--- config.mk ---
export PLATFORM = sky130hd
export DESIGN_NAME = mac_window_sequencer
export DESIGN_NICKNAME = d
export VERILOG_FILES = /design/src/rtl/mac_seq_pkg.sv /design/src/rtl/tap_counter.sv /design/src/rtl/mac_window_sequencer.sv
export SDC_FILE = /design/constraint.sdc
export NUM_CORES = 1
export LEC_CHECK = 0
export ABC_AREA = 0
export BUFFER_PORTS_ARGS = -buffer_cell sky130_fd_sc_hd__buf_2
export CAP_MARGIN = 20
export CORE_MARGIN = 2
export CORE_UTILIZATION = 25
export CTS_BUF_LIST = sky130_fd_sc_hd__clkbuf_2
export CTS_CLUSTER_DIAMETER = 50
export CTS_CLUSTER_SIZE = 14
export DETAILED_ROUTE_END_ITERATION = 10
export PLACE_DENSITY = 0.56
export SLEW_MARGIN = 20
export SYNTH_ARGS = -nofsm -noshare
export SYNTH_HDL_FRONTEND = slang
export SYNTH_SLANG_ARGS = --single-unit
--- constraint.sdc ---
create_clock -name clk -period 1.6 [get_ports clk]
set_clock_uncertainty 0.1 [all_clocks]
set_input_delay 0.16 -clock clk [delete_from_list [all_inputs] [get_ports clk]]
set_output_delay 0.16 -clock clk [all_outputs]
set_load 0.01 [all_outputs]
--- src/rtl/mac_seq_pkg.sv ---
// Shared types and defaults for the MAC window sequencer and its tap counter.
package mac_seq_pkg;

  localparam int unsigned TAPS_DEF  = 9;
  localparam int unsigned RES_W_DEF = 32;

  typedef enum logic [2:0] {
    IDLE,
    CLEAR,
    RUN,
    DRAIN,
    HOLD
  } seq_state_e;

  // Minimum address width able to index taps 0..taps-1.
  function automatic int unsigned tap_width(input int unsigned taps);
    return (taps <= 2) ? 1 : $clog2(taps);
  endfunction

endpackage

--- src/rtl/tap_counter.sv ---
// Loadable, enable-gated tap address counter with a terminal flag at TAPS-1.
module tap_counter
  import mac_seq_pkg::*;
#(
  parameter int unsigned TAPS  = TAPS_DEF,
  parameter int unsigned TAP_W = tap_width(TAPS_DEF)
) (
  input  logic             clk,
  input  logic             reset,
  input  logic             load,
  input  logic [TAP_W-1:0] load_val,
  input  logic             en,
  output logic [TAP_W-1:0] count,
  output logic             term_c
);

  always_ff @(posedge clk or posedge reset) begin
    if (reset) begin
      count <= '0;
    end else if (load) begin
      count <= load_val;
    end else if (en) begin
      count <= count + TAP_W'(1);
    end
  end

  assign term_c = (count == TAP_W'(TAPS - 1));

endmodule

--- src/rtl/mac_window_sequencer.sv ---
// Drives one convolution window through the accumulator (clear, TAPS accumulate
// steps, one drain cycle) and hands the captured sum out on a valid/ready port.
module mac_window_sequencer
  import mac_seq_pkg::*;
#(
  parameter int unsigned TAPS  = TAPS_DEF,
  parameter int unsigned RES_W = RES_W_DEF,
  parameter int unsigned TAP_W = tap_width(TAPS_DEF)
) (
  input  logic             clk,
  input  logic             reset,
  input  logic             start_valid,
  output logic             start_ready,
  input  logic             abort,
  output logic [TAP_W-1:0] tap_addr,
  output logic             acc_clr,
  output logic             acc_en,
  input  logic [RES_W-1:0] acc_result,
  output logic             res_valid,
  input  logic             res_ready,
  output logic [RES_W-1:0] res_data,
  output logic             busy,
  output logic [15:0]      win_count
);

  seq_state_e state;
  seq_state_e state_d;
  logic       cnt_load_c;
  logic       cnt_en_c;
  logic       cnt_term_c;

  tap_counter #(
    .TAPS  (TAPS),
    .TAP_W (TAP_W)
  ) u_tap_counter (
    .clk      (clk),
    .reset    (reset),
    .load     (cnt_load_c),
    .load_val ('0),
    .en       (cnt_en_c),
    .count    (tap_addr),
    .term_c   (cnt_term_c)
  );

  always_ff @(posedge clk or posedge reset) begin
    if (reset) begin
      state <= IDLE;
    end else begin
      state <= state_d;
    end
  end

  // Next state and counter control; abort wins over every other transition.
  always_comb begin
    state_d    = state;
    cnt_load_c = 1'b0;
    cnt_en_c   = 1'b0;
    case (state)
      IDLE: begin
        if (start_valid && !abort) begin
          state_d = CLEAR;
        end
      end
      CLEAR: begin
        cnt_load_c = 1'b1;
        state_d    = abort ? IDLE : RUN;
      end
      RUN: begin
        if (abort) begin
          state_d = IDLE;
        end else if (cnt_term_c) begin
          state_d = DRAIN;
        end else begin
          cnt_en_c = 1'b1;
        end
      end
      DRAIN: begin
        state_d = abort ? IDLE : HOLD;
      end
      HOLD: begin
        if (abort || res_ready) begin
          state_d = IDLE;
        end
      end
      default: begin
        state_d = IDLE;
      end
    endcase
  end

  // Control outputs are flops that track the state register exactly.
  always_ff @(posedge clk or posedge reset) begin
    if (reset) begin
      start_ready <= 1'b1;
      acc_clr     <= 1'b0;
      acc_en      <= 1'b0;
      res_valid   <= 1'b0;
      busy        <= 1'b0;
    end else begin
      start_ready <= (state_d == IDLE);
      acc_clr     <= (state_d == CLEAR);
      acc_en      <= (state_d == RUN);
      res_valid   <= (state_d == HOLD);
      busy        <= (state_d != IDLE);
    end
  end

  // Result capture at the end of DRAIN and completed-window count.
  always_ff @(posedge clk or posedge reset) begin
    if (reset) begin
      res_data  <= '0;
      win_count <= '0;
    end else begin
      if ((state == DRAIN) && !abort) begin
        res_data <= acc_result;
      end
      if ((state == HOLD) && res_ready && !abort) begin
        win_count <= win_count + 16'd1;
      end
    end
  end

endmodule

==> results of run 1 <==
## flip-flops by register name, summed over array words and instances (netlist names)
signal and flops:
busy 1, u_tap_counter.count 4, start_ready 1, res_data 32, state 3, acc_en 1
win_count 16, res_valid 1, acc_clr 1
## how the worst max path moves through the flow
stage,from,slack [ps],to
finish,state[2],-140,res_data[30]
global route,state[2],-220,res_data[30]
CTS,state[2],-150,win_count[1]
detailed placement,state[0],-100,win_count[1]
global placement,state[0],-90,win_count[1]
floorplan,state[0],-200,win_count[1]
## where the power goes
part           leakage, nW  internal [mW]  switching (mW)  total [mW]
clock               0.0717          0.366           0.565       0.932
combinational         1.08          0.539           0.403       0.942
sequential           0.778           1.77           0.131        1.90
## worst min-delay path: stages
cell and delay (ps):
dlygate4sd3_1 540, buf_2 140, clkinvlp_4 70, buf_12 280
## synth_stat cells
master     n  share of area
a21oi_1    5          0.010
and3_1     2         0.0051
and4_1     3          0.011
buf_2      3         0.0061
buf_4      1         0.0031
buf_6      1         0.0046
clkbuf_1   1         0.0015
dfrtp_1   59           0.60
dfstp_2    1          0.011
ha_1       3          0.015
inv_1      4         0.0061
mux2_2    32           0.15
mux2_4     1         0.0061
mux2i_1    1         0.0041
nand2_1    7          0.011
nand2b_1   3         0.0076
nand3_1    7          0.014
nand3b_1   2         0.0061
nand4_1    5          0.013
nand4b_1   1         0.0036
nor2_1     5         0.0076
nor2b_1    1         0.0025
nor3_1     2         0.0041
nor3_4     1         0.0066
nor3b_1    1         0.0031
nor4b_1    2         0.0071
o21ai_0    1         0.0020
or2_2      2         0.0051
or2b_1     1         0.0031
or3b_4     2         0.0092
xnor2_1   15          0.053
xor2_1     3          0.011
## kinds of logic after synthesis
family          count (synthesis)
simple gates                   47
compound gates                  6
mux                            34
buf+inv                        10
xor+xnor                       18
flops                          60
fa+ha+maj                       3
## per-stage QoR
stage                     setup slack [ps]  instances   util  total power, mW  instance area [sq um]
final                                 -136        473  0.403             3.77                   3890
after global routing                  -218        473  0.403             4.03                   3890
after CTS                             -147        467  0.385             3.75                   3710
after detailed placement             -99.6        413  0.333             2.73                   3210
after global placement               -91.8        413  0.333             2.71                   3210
after floorplan                       -199        178      -             2.35                   2470
## cell type report
class                           count  area [sq um]  area share
Multi-Input combinational cell    108           993       0.256
Clock buffer                       11          55.1      0.0142
Timing Repair Buffer              152          1100       0.283
Inverter                            4          18.8     0.00483
Tap cell                          133           166      0.0428
Clock inverter                      5          52.6      0.0135
Sequential cell                    60          1500       0.387
## metal layers
layer,GRT usage,up-vias
met5,0,-
met1,0.133,937
li1,-,934
met4,0.0597,0
met2,0.165,73
met3,0.0376,11
## timing repair
action | in CTS | in global routing
hold buffers | 36 | 0
buffers inserted | 2 | 3
gates cloned | 0 | 3
gates resized for setup | 4 | 19
pin swaps | 1 | 4
endpoints found under the hold margin | 98 | 0
setup endpoints to repair | 41 | 53
==> results.sh, run 1 <==
export IMPL_seq_area_frac_synth=0.611
export IMPL_rsz0062_at_grt="yes"
export IMPL_fmax_mhz=576
export IMPL_worst_slew_pin_slew_ps=325
export IMPL_rows=36
export IMPL_power_per_cell_area_nw_per_um2=970
export IMPL_met3_length_um=383
export IMPL_worst_slack_ps=-136
export IMPL_worstSetupEndpointType="register"
export IMPL_criticalPathCategory="register to register"
export IMPL_fin_crit_sh=1.09
export IMPL_cts_root_buf="clkbuf_2"
export IMPL_die_area_sq_um=10600
export IMPL_failed_checks="negative setup slack"
export IMPL_maxCapViolCount=0
export IMPL_max_vdd_ir_drop_uv=320
export IMPL_setup_violations=49
export IMPL_wl_met2_mm=2.76
export IMPL_cts_sinks=60
export IMPL_synth_fa_ha_area_frac=0.0153
export IMPL_max_slew_margin_rel=0.784
export IMPL_drtAntennaViolNets=0
export IMPL_antenna_found_initial=0
export IMPL_grt_pass1_vias=1831
export IMPL_first_iter_violations=34
export IMPL_vias=1955
export IMPL_wl_met1_mm=2.81
export IMPL_htree_num_levels=3
export IMPL_critPathLaunchType="register"
export IMPL_post_drt_via_cell_ratio=4.13
export IMPL_grt_first_pass_wirelength_mm=8.63
export IMPL_syn_to_final_growth_pct=58.1
export IMPL_path_clk_slew_ps=190
export IMPL_diodes=0
export IMPL_dr_pass1_iters=4
export IMPL_cts_buffers=9
export IMPL_clk_latency_ps=500
export IMPL_final_cell_mix="buf_2, dfrtp_1, dlygate4sd3_1"
export IMPL_initial_core_util=0.255
export IMPL_fin_hold_ws_ps=166
export IMPL_syn_avg_cell_area_sq_um=13.8
export IMPL_synth_compound_area_frac=0.0122
export IMPL_drc=0
export IMPL_r2r_slack_ps=-140
export IMPL_layout_commonest_cell="buf_2"
export IMPL_nNetsFinal=375
export IMPL_ff2ff_path_depth=6
export IMPL_fillers=950
export IMPL_hold_violations=0
export IMPL_worst_path_stages=6
export IMPL_yosys_area_share_simple=0.119
export IMPL_dieHeight_um=103
export IMPL_hp_class="input port to asynchronous set/reset pin"
export IMPL_grt_max_degree=61
export IMPL_synth_area_mux_share=0.157
export IMPL_synth_top_family_by_area="multiplexers"
export IMPL_die_w_um=103
export IMPL_syn_inst=178
export IMPL_r2r_end="res_data[30]"
export IMPL_core_sq_um=9640
export IMPL_leakage_nw=1.93
export IMPL_grt_ovfl_total=0
export IMPL_route_top_layer_used="met4"
export IMPL_synth_xor_area_frac=0.0641
export IMPL_final_max_slew_viol_count=0
export IMPL_cp_slowest_stage_delay_ps=440
export IMPL_critPathArrivalTime_ps=2010
export IMPL_synthesis_area_sq_um=2460
export IMPL_timing_final_crit_period_ps=1740
export IMPL_wl_mm=6.06
export IMPL_worstPathRequired_ps=1880
export IMPL_drive_gt1_frac=0.524
export IMPL_setup_tns_final_ps=-4760
export IMPL_cts_tree="built"
export IMPL_place_congestion=0.736
export IMPL_cts_buffer_depth=2
export IMPL_cp_top_family="flip-flops"
export IMPL_r2r_start="state[2]"
export IMPL_num_io_pins=94
export IMPL_worst_path_max_delay_cell="dfrtp_1"
export IMPL_crit_buf_inv=3
export IMPL_hpwlAfterDp_mm=3.67
export IMPL_yosysWarnings=0
export IMPL_status="finished with violations"
export IMPL_io_buffers=93
export IMPL_synth_cell_types=32
export IMPL_wire_per_inst_um=12.8
export IMPL_synth_nets=218
export IMPL_cp_max_fo=7
export IMPL_grt_usage=0.108
export IMPL_yosys_register_bits=60
export IMPL_worstPathCellList="buf_6 > nand3b_1 > nor2_4 > buf_12 > clkbuf_16 > mux2_4"
Note: power is estimated with default switching activity, not from simulation.
==> run 2: changes to the inputs <==
- CORE_UTILIZATION: 25 -> 45
- PLACE_DENSITY: 0.56 -> 0.85
- SETUP_SLACK_MARGIN: unset -> 0.15
==> results.sh, run 2 (same netlist as run 1, synthesis figures left out) <==
export IMPL_antenna_found_initial=0
export IMPL_worst_slew_pin_slew_ps=642
export IMPL_core_sq_um=5200
export IMPL_worst_path_max_delay_cell="or3b_4"
export IMPL_switching_share=0.307
export IMPL_critPathArrivalTime_ps=1990
export IMPL_worst_slack_ps=-138
export IMPL_worstSetupEndpointType="register"
export IMPL_rows=26
export IMPL_rsz0062_at_grt="yes"
export IMPL_setup_violations=38
export IMPL_path_clk_slew_ps=150
export IMPL_final_max_slew_viol_count=0
export IMPL_setup_tns_final_ps=-2640
export IMPL_hpwlAfterDp_mm=3.82
export IMPL_max_vdd_ir_drop_uv=555
export IMPL_maxCapViolCount=0
export IMPL_layout_commonest_cell="buf_2"
export IMPL_cts_sinks=60
export IMPL_syn_to_final_growth_pct=59.8
export IMPL_status="finished with violations"
export IMPL_worstPathCellList="or3b_4 > or3b_4 > mux2_4"
export IMPL_cts_buffer_depth=2
export IMPL_failed_checks="negative setup slack"
export IMPL_largest_reg_flops=32
export IMPL_fmax_mhz=576
export IMPL_fin_crit_sh=1.09
export IMPL_grt_first_pass_wirelength_mm=10.8
export IMPL_top_register="res_data"
export IMPL_ff2ff_path_depth=3
export IMPL_first_iter_violations=56
export IMPL_dr_pass1_iters=4
export IMPL_p_seq_frac=0.516
export IMPL_cp_max_fo=3
export IMPL_grt_usage=0.237
export IMPL_grt_pass1_vias=2083
export IMPL_leakage_nw=1.98
export IMPL_initial_core_util=0.472
export IMPL_post_drt_via_cell_ratio=4.92
export IMPL_hp_class="input port to asynchronous set/reset pin"
export IMPL_clkPwrFrac=0.186
export IMPL_fillers=346
export IMPL_drc=0
export IMPL_place_area_sq_um=3210
export IMPL_fin_area_sq_um=3930
export IMPL_cts_tree="built"
export IMPL_p_sw_mw=1.16
export IMPL_place_congestion=0.806
export IMPL_die_w_um=77.9
export IMPL_r2r_end="win_count[1]"
export IMPL_grt_max_degree=61
export IMPL_htree_num_levels=3
export IMPL_io_buffers=93
export IMPL_top_regs="res_data x32, win_count x16, u_tap_counter.count x4"
export IMPL_power_per_cell_area_nw_per_um2=959
export IMPL_wl_mm=7.08
export IMPL_pwr_share_comb=0.298
export IMPL_die_area_sq_um=6070
export IMPL_num_io_pins=94
export IMPL_dieHeight_um=77.9
export IMPL_worstPathRequired_ps=1860
export IMPL_r2r_start="state[1]"
export IMPL_p_int_mw=2.61
export IMPL_timing_final_crit_period_ps=1740
export IMPL_max_slew_margin_rel=0.571
export IMPL_cp_slowest_stage_delay_ps=420
export IMPL_hold_violations=0
export IMPL_clk_latency_ps=450
export IMPL_grt_ovfl_total=0
export IMPL_drtAntennaViolNets=0
export IMPL_drive_gt1_frac=0.555
export IMPL_nNetsFinal=380
export IMPL_cp_common_cell="or3b_4"
export IMPL_cts_buffers=9
export IMPL_critPathLaunchType="register"
export IMPL_criticalPathCategory="register to register"
export IMPL_cts_root_buf="clkbuf_2"
export IMPL_r2r_slack_ps=-140
export IMPL_final_cell_mix="buf_2, dfrtp_1, dlygate4sd3_1"
export IMPL_diodes=0
export IMPL_dp_slack_ps=-121
export IMPL_wire_per_inst_um=17.1
export IMPL_vias=2035
run 2: cell types whose count changed in the layout (fill, tap and decap cells not counted), moves of 4 or more:
| cell | previous run | this run |
|---|---|---|
| buf_6 | 4 | 10 |
| buf_2 | 93 | 89 |
| nand3_2 | 1 | 5 |
| nand3_1 | 6 | 2 |
| mux2_2 | 18 | 2 |
| mux2_4 | 15 | 31 |
| buf_4 | 13 | 17 |
run 2: layer usage:
metal	part of all wire	wire, um	global-route usage	up-vias
li1	-	-	-	941
met1	0.42	2950	0.300	1002
met5	0	0	0	-
met4	0.023	163	0.0965	0
met3	0.049	347	0.0500	16
met2	0.51	3610	0.398	76
run 2: critical path: cells and delay by family, from the launching register on:
kind / cells / cell delay [ps]
AND/OR/NAND/NOR: 2 / 830
flip-flops: 1 / 410
multiplexers: 1 / 300
run 2: power by group through the flow:
stage               clock, mW  combinational [mW]  sequential (mW)
floorplan                   0               0.421             2.06
global placement            0               0.911             1.92
detailed placement          0               0.931             1.94
CTS                     0.708                1.02             1.91
global route            0.794                1.19             1.97
finish                  0.701                1.12             1.95
run 2: worst max-delay path by stage:
stage | start | slack, ps | depth (start not counted) | endpoint
CTS | state[1] | -110 | 6 | win_count[12]
finish | state[1] | -140 | 3 | win_count[1]
global placement | state[0] | -80 | 3 | win_count[1]
floorplan | state[0] | -200 | 4 | win_count[1]
detailed placement | state[0] | -120 | 3 | win_count[1]
global route | state[2] | -180 | 3 | win_count[1]
run 2: repair_timing:
action	CTS	global route
hold buffers	36	0
cloned	2	0
hold endpoints to repair	98	0
resized for setup	15	15
setup endpoints to repair	57	59
buffers inserted	6	8
pin swaps	11	5
run 2: per-stage QoR:
step	instances	util	total power, mW	hold slack, ps
CTS	406	0.732	3.64	186
global placement	347	0.617	2.83	161
detailed placement	347	0.617	2.88	175
finish	414	0.755	3.77	215
global route	414	0.755	3.96	183
floorplan	178	-	2.48	166
run 2: layout make-up:
cell class / count / area (sq um) / share of cell area
Sequential cell: 60 / 1500 / 0.383
Timing Repair Buffer: 157 / 1160 / 0.295
Clock inverter: 4 / 17.5 / 0.00446
Inverter: 4 / 18.8 / 0.00478
Clock buffer: 11 / 55.1 / 0.0140
Multi-Input combinational cell: 108 / 1090 / 0.276
Tap cell: 70 / 87.6 / 0.0223
==> run 3: changes to the inputs <==
- MAX_ROUTING_LAYER: unset -> met4
==> results.sh, run 3 (same netlist as run 1, synthesis figures left out) <==
export IMPL_syn_to_final_growth_pct=60.4
export IMPL_p_sw_mw=1.17
export IMPL_clkPwrFrac=0.186
export IMPL_timing_final_crit_period_ps=1720
export IMPL_nNetsFinal=380
export IMPL_place_congestion=0.818
export IMPL_dp_slack_ps=-121
export IMPL_die_w_um=77.9
export IMPL_layout_commonest_cell="buf_2"
export IMPL_antenna_found_initial=0
export IMPL_r2r_start="state[0]"
export IMPL_num_io_pins=94
export IMPL_fin_area_sq_um=3940
export IMPL_wl_mm=7.05
export IMPL_dr_pass1_iters=4
export IMPL_final_max_slew_viol_count=0
export IMPL_dieHeight_um=77.9
export IMPL_rsz0062_at_grt="yes"
export IMPL_cp_max_fo=3
export IMPL_critPathArrivalTime_ps=1990
export IMPL_switching_share=0.308
export IMPL_top_regs="res_data x32, win_count x16, u_tap_counter.count x4"
export IMPL_wire_per_inst_um=17.0
export IMPL_grt_pass1_vias=2085
export IMPL_initial_core_util=0.472
export IMPL_largest_reg_flops=32
export IMPL_power_per_cell_area_nw_per_um2=961
export IMPL_worst_slack_ps=-125
export IMPL_worstPathRequired_ps=1860
export IMPL_dp_cells=347
export IMPL_max_vdd_ir_drop_uv=520
export IMPL_p_total_mw=3.79
export IMPL_setup_violations=37
export IMPL_htree_num_levels=3
export IMPL_p_seq_frac=0.515
export IMPL_place_area_sq_um=3210
export IMPL_fmax_mhz=580
export IMPL_final_cell_mix="buf_2, dfrtp_1, dlygate4sd3_1"
export IMPL_cts_tree="built"
export IMPL_core_sq_um=5200
export IMPL_maxCapViolCount=0
export IMPL_hpwlAfterDp_mm=3.82
export IMPL_vias=2019
export IMPL_io_buffers=93
export IMPL_pwr_share_comb=0.299
export IMPL_diodes=0
export IMPL_crit_start="state[0]"
export IMPL_die_area_sq_um=6070
export IMPL_r2r_slack_ps=-120
export IMPL_max_slew_margin_rel=0.642
export IMPL_cts_buffers=9
export IMPL_hold_violations=0
export IMPL_path_clk_slew_ps=150
export IMPL_clk_latency_ps=450
export IMPL_grt_max_degree=61
export IMPL_hp_class="input port to asynchronous set/reset pin"
export IMPL_grt_first_pass_wirelength_mm=10.8
export IMPL_criticalPathCategory="register to register"
export IMPL_top_register="res_data"
export IMPL_cts_buffer_depth=2
export IMPL_first_iter_violations=79
export IMPL_rows=26
export IMPL_fin_crit_sh=1.08
export IMPL_finish_utilization=0.758
export IMPL_critPathLaunchType="register"
export IMPL_drive_gt1_frac=0.558
export IMPL_status="finished with violations"
export IMPL_cts_root_buf="clkbuf_2"
export IMPL_leakage_nw=1.99
export IMPL_p_int_mw=2.62
export IMPL_grt_ovfl_total=0
export IMPL_failed_checks="negative setup slack"
export IMPL_drc=0
export IMPL_grt_usage=0.245
export IMPL_worstSetupEndpointType="register"
export IMPL_post_drt_via_cell_ratio=4.88
export IMPL_drtAntennaViolNets=0
export IMPL_cts_sinks=60
export IMPL_worst_slew_pin_slew_ps=535
export IMPL_stdcell_count=414
==> run 3: worst paths after layout <==
path	to	cells past startpoint
max in group asynchronous	start_ready	4
min	res_data[6]	4
max	win_count[1]	3
min reg2reg	win_count[15]	1
max reg2reg	win_count[1]	3
min in group clk	res_data[30]	3
==> run 3: cell type report <==
cell class / instances / area, sq um
inverter: 4 / 18.8
tap: 70 / 87.6
clock buffer: 11 / 55.1
fill: 343 / 1260
multi-input combinational: 108 / 1090
sequential: 60 / 1500
timing repair buffer: 157 / 1170
clock inverter: 4 / 17.5
==> run 3: power groups by stage <==
stage          sequential, mW  clock [mW]  combinational [mW]
4_1_cts                  1.91       0.708                1.02
2_1_floorplan            2.06           0               0.421
6_report                 1.95       0.705                1.13
3_5_place_dp             1.94           0               0.931
3_3_place_gp             1.92           0               0.911
5_1_grt                  1.98       0.791                1.20
==> run 3: worst max-delay path: stages, from the launching register on <==
cell	delay [ps]
dfrtp_1	430
or3b_4	400
or3b_4	400
mux2_4	300
==> run 3: layer usage <==
layer	global-route usage	vias to the layer above	routed length [um]
li1	-	942	-
met4	0.0965	0	115
met1	0.301	980	2960
met3	0.0512	13	393
met5	-	-	0
met2	0.397	84	3590
==> run 3: timing repair <==
action | 4_1_cts | 5_1_grt
cloned | 2 | 0
hold endpoints to repair | 98 | 0
hold buffers | 36 | 0
setup buffers | 6 | 8
gates resized for setup | 15 | 19
pin swaps | 11 | 5
setup endpoints to repair | 57 | 59
==> run 3: metrics by stage <==
step | TNS [ps] | hold WS, ps
after CTS | -2690 | 186
after global placement | -121 | 161
after floorplan | -705 | 166
final | -2470 | 208
after global routing | -4990 | 187
after detailed placement | -247 | 175
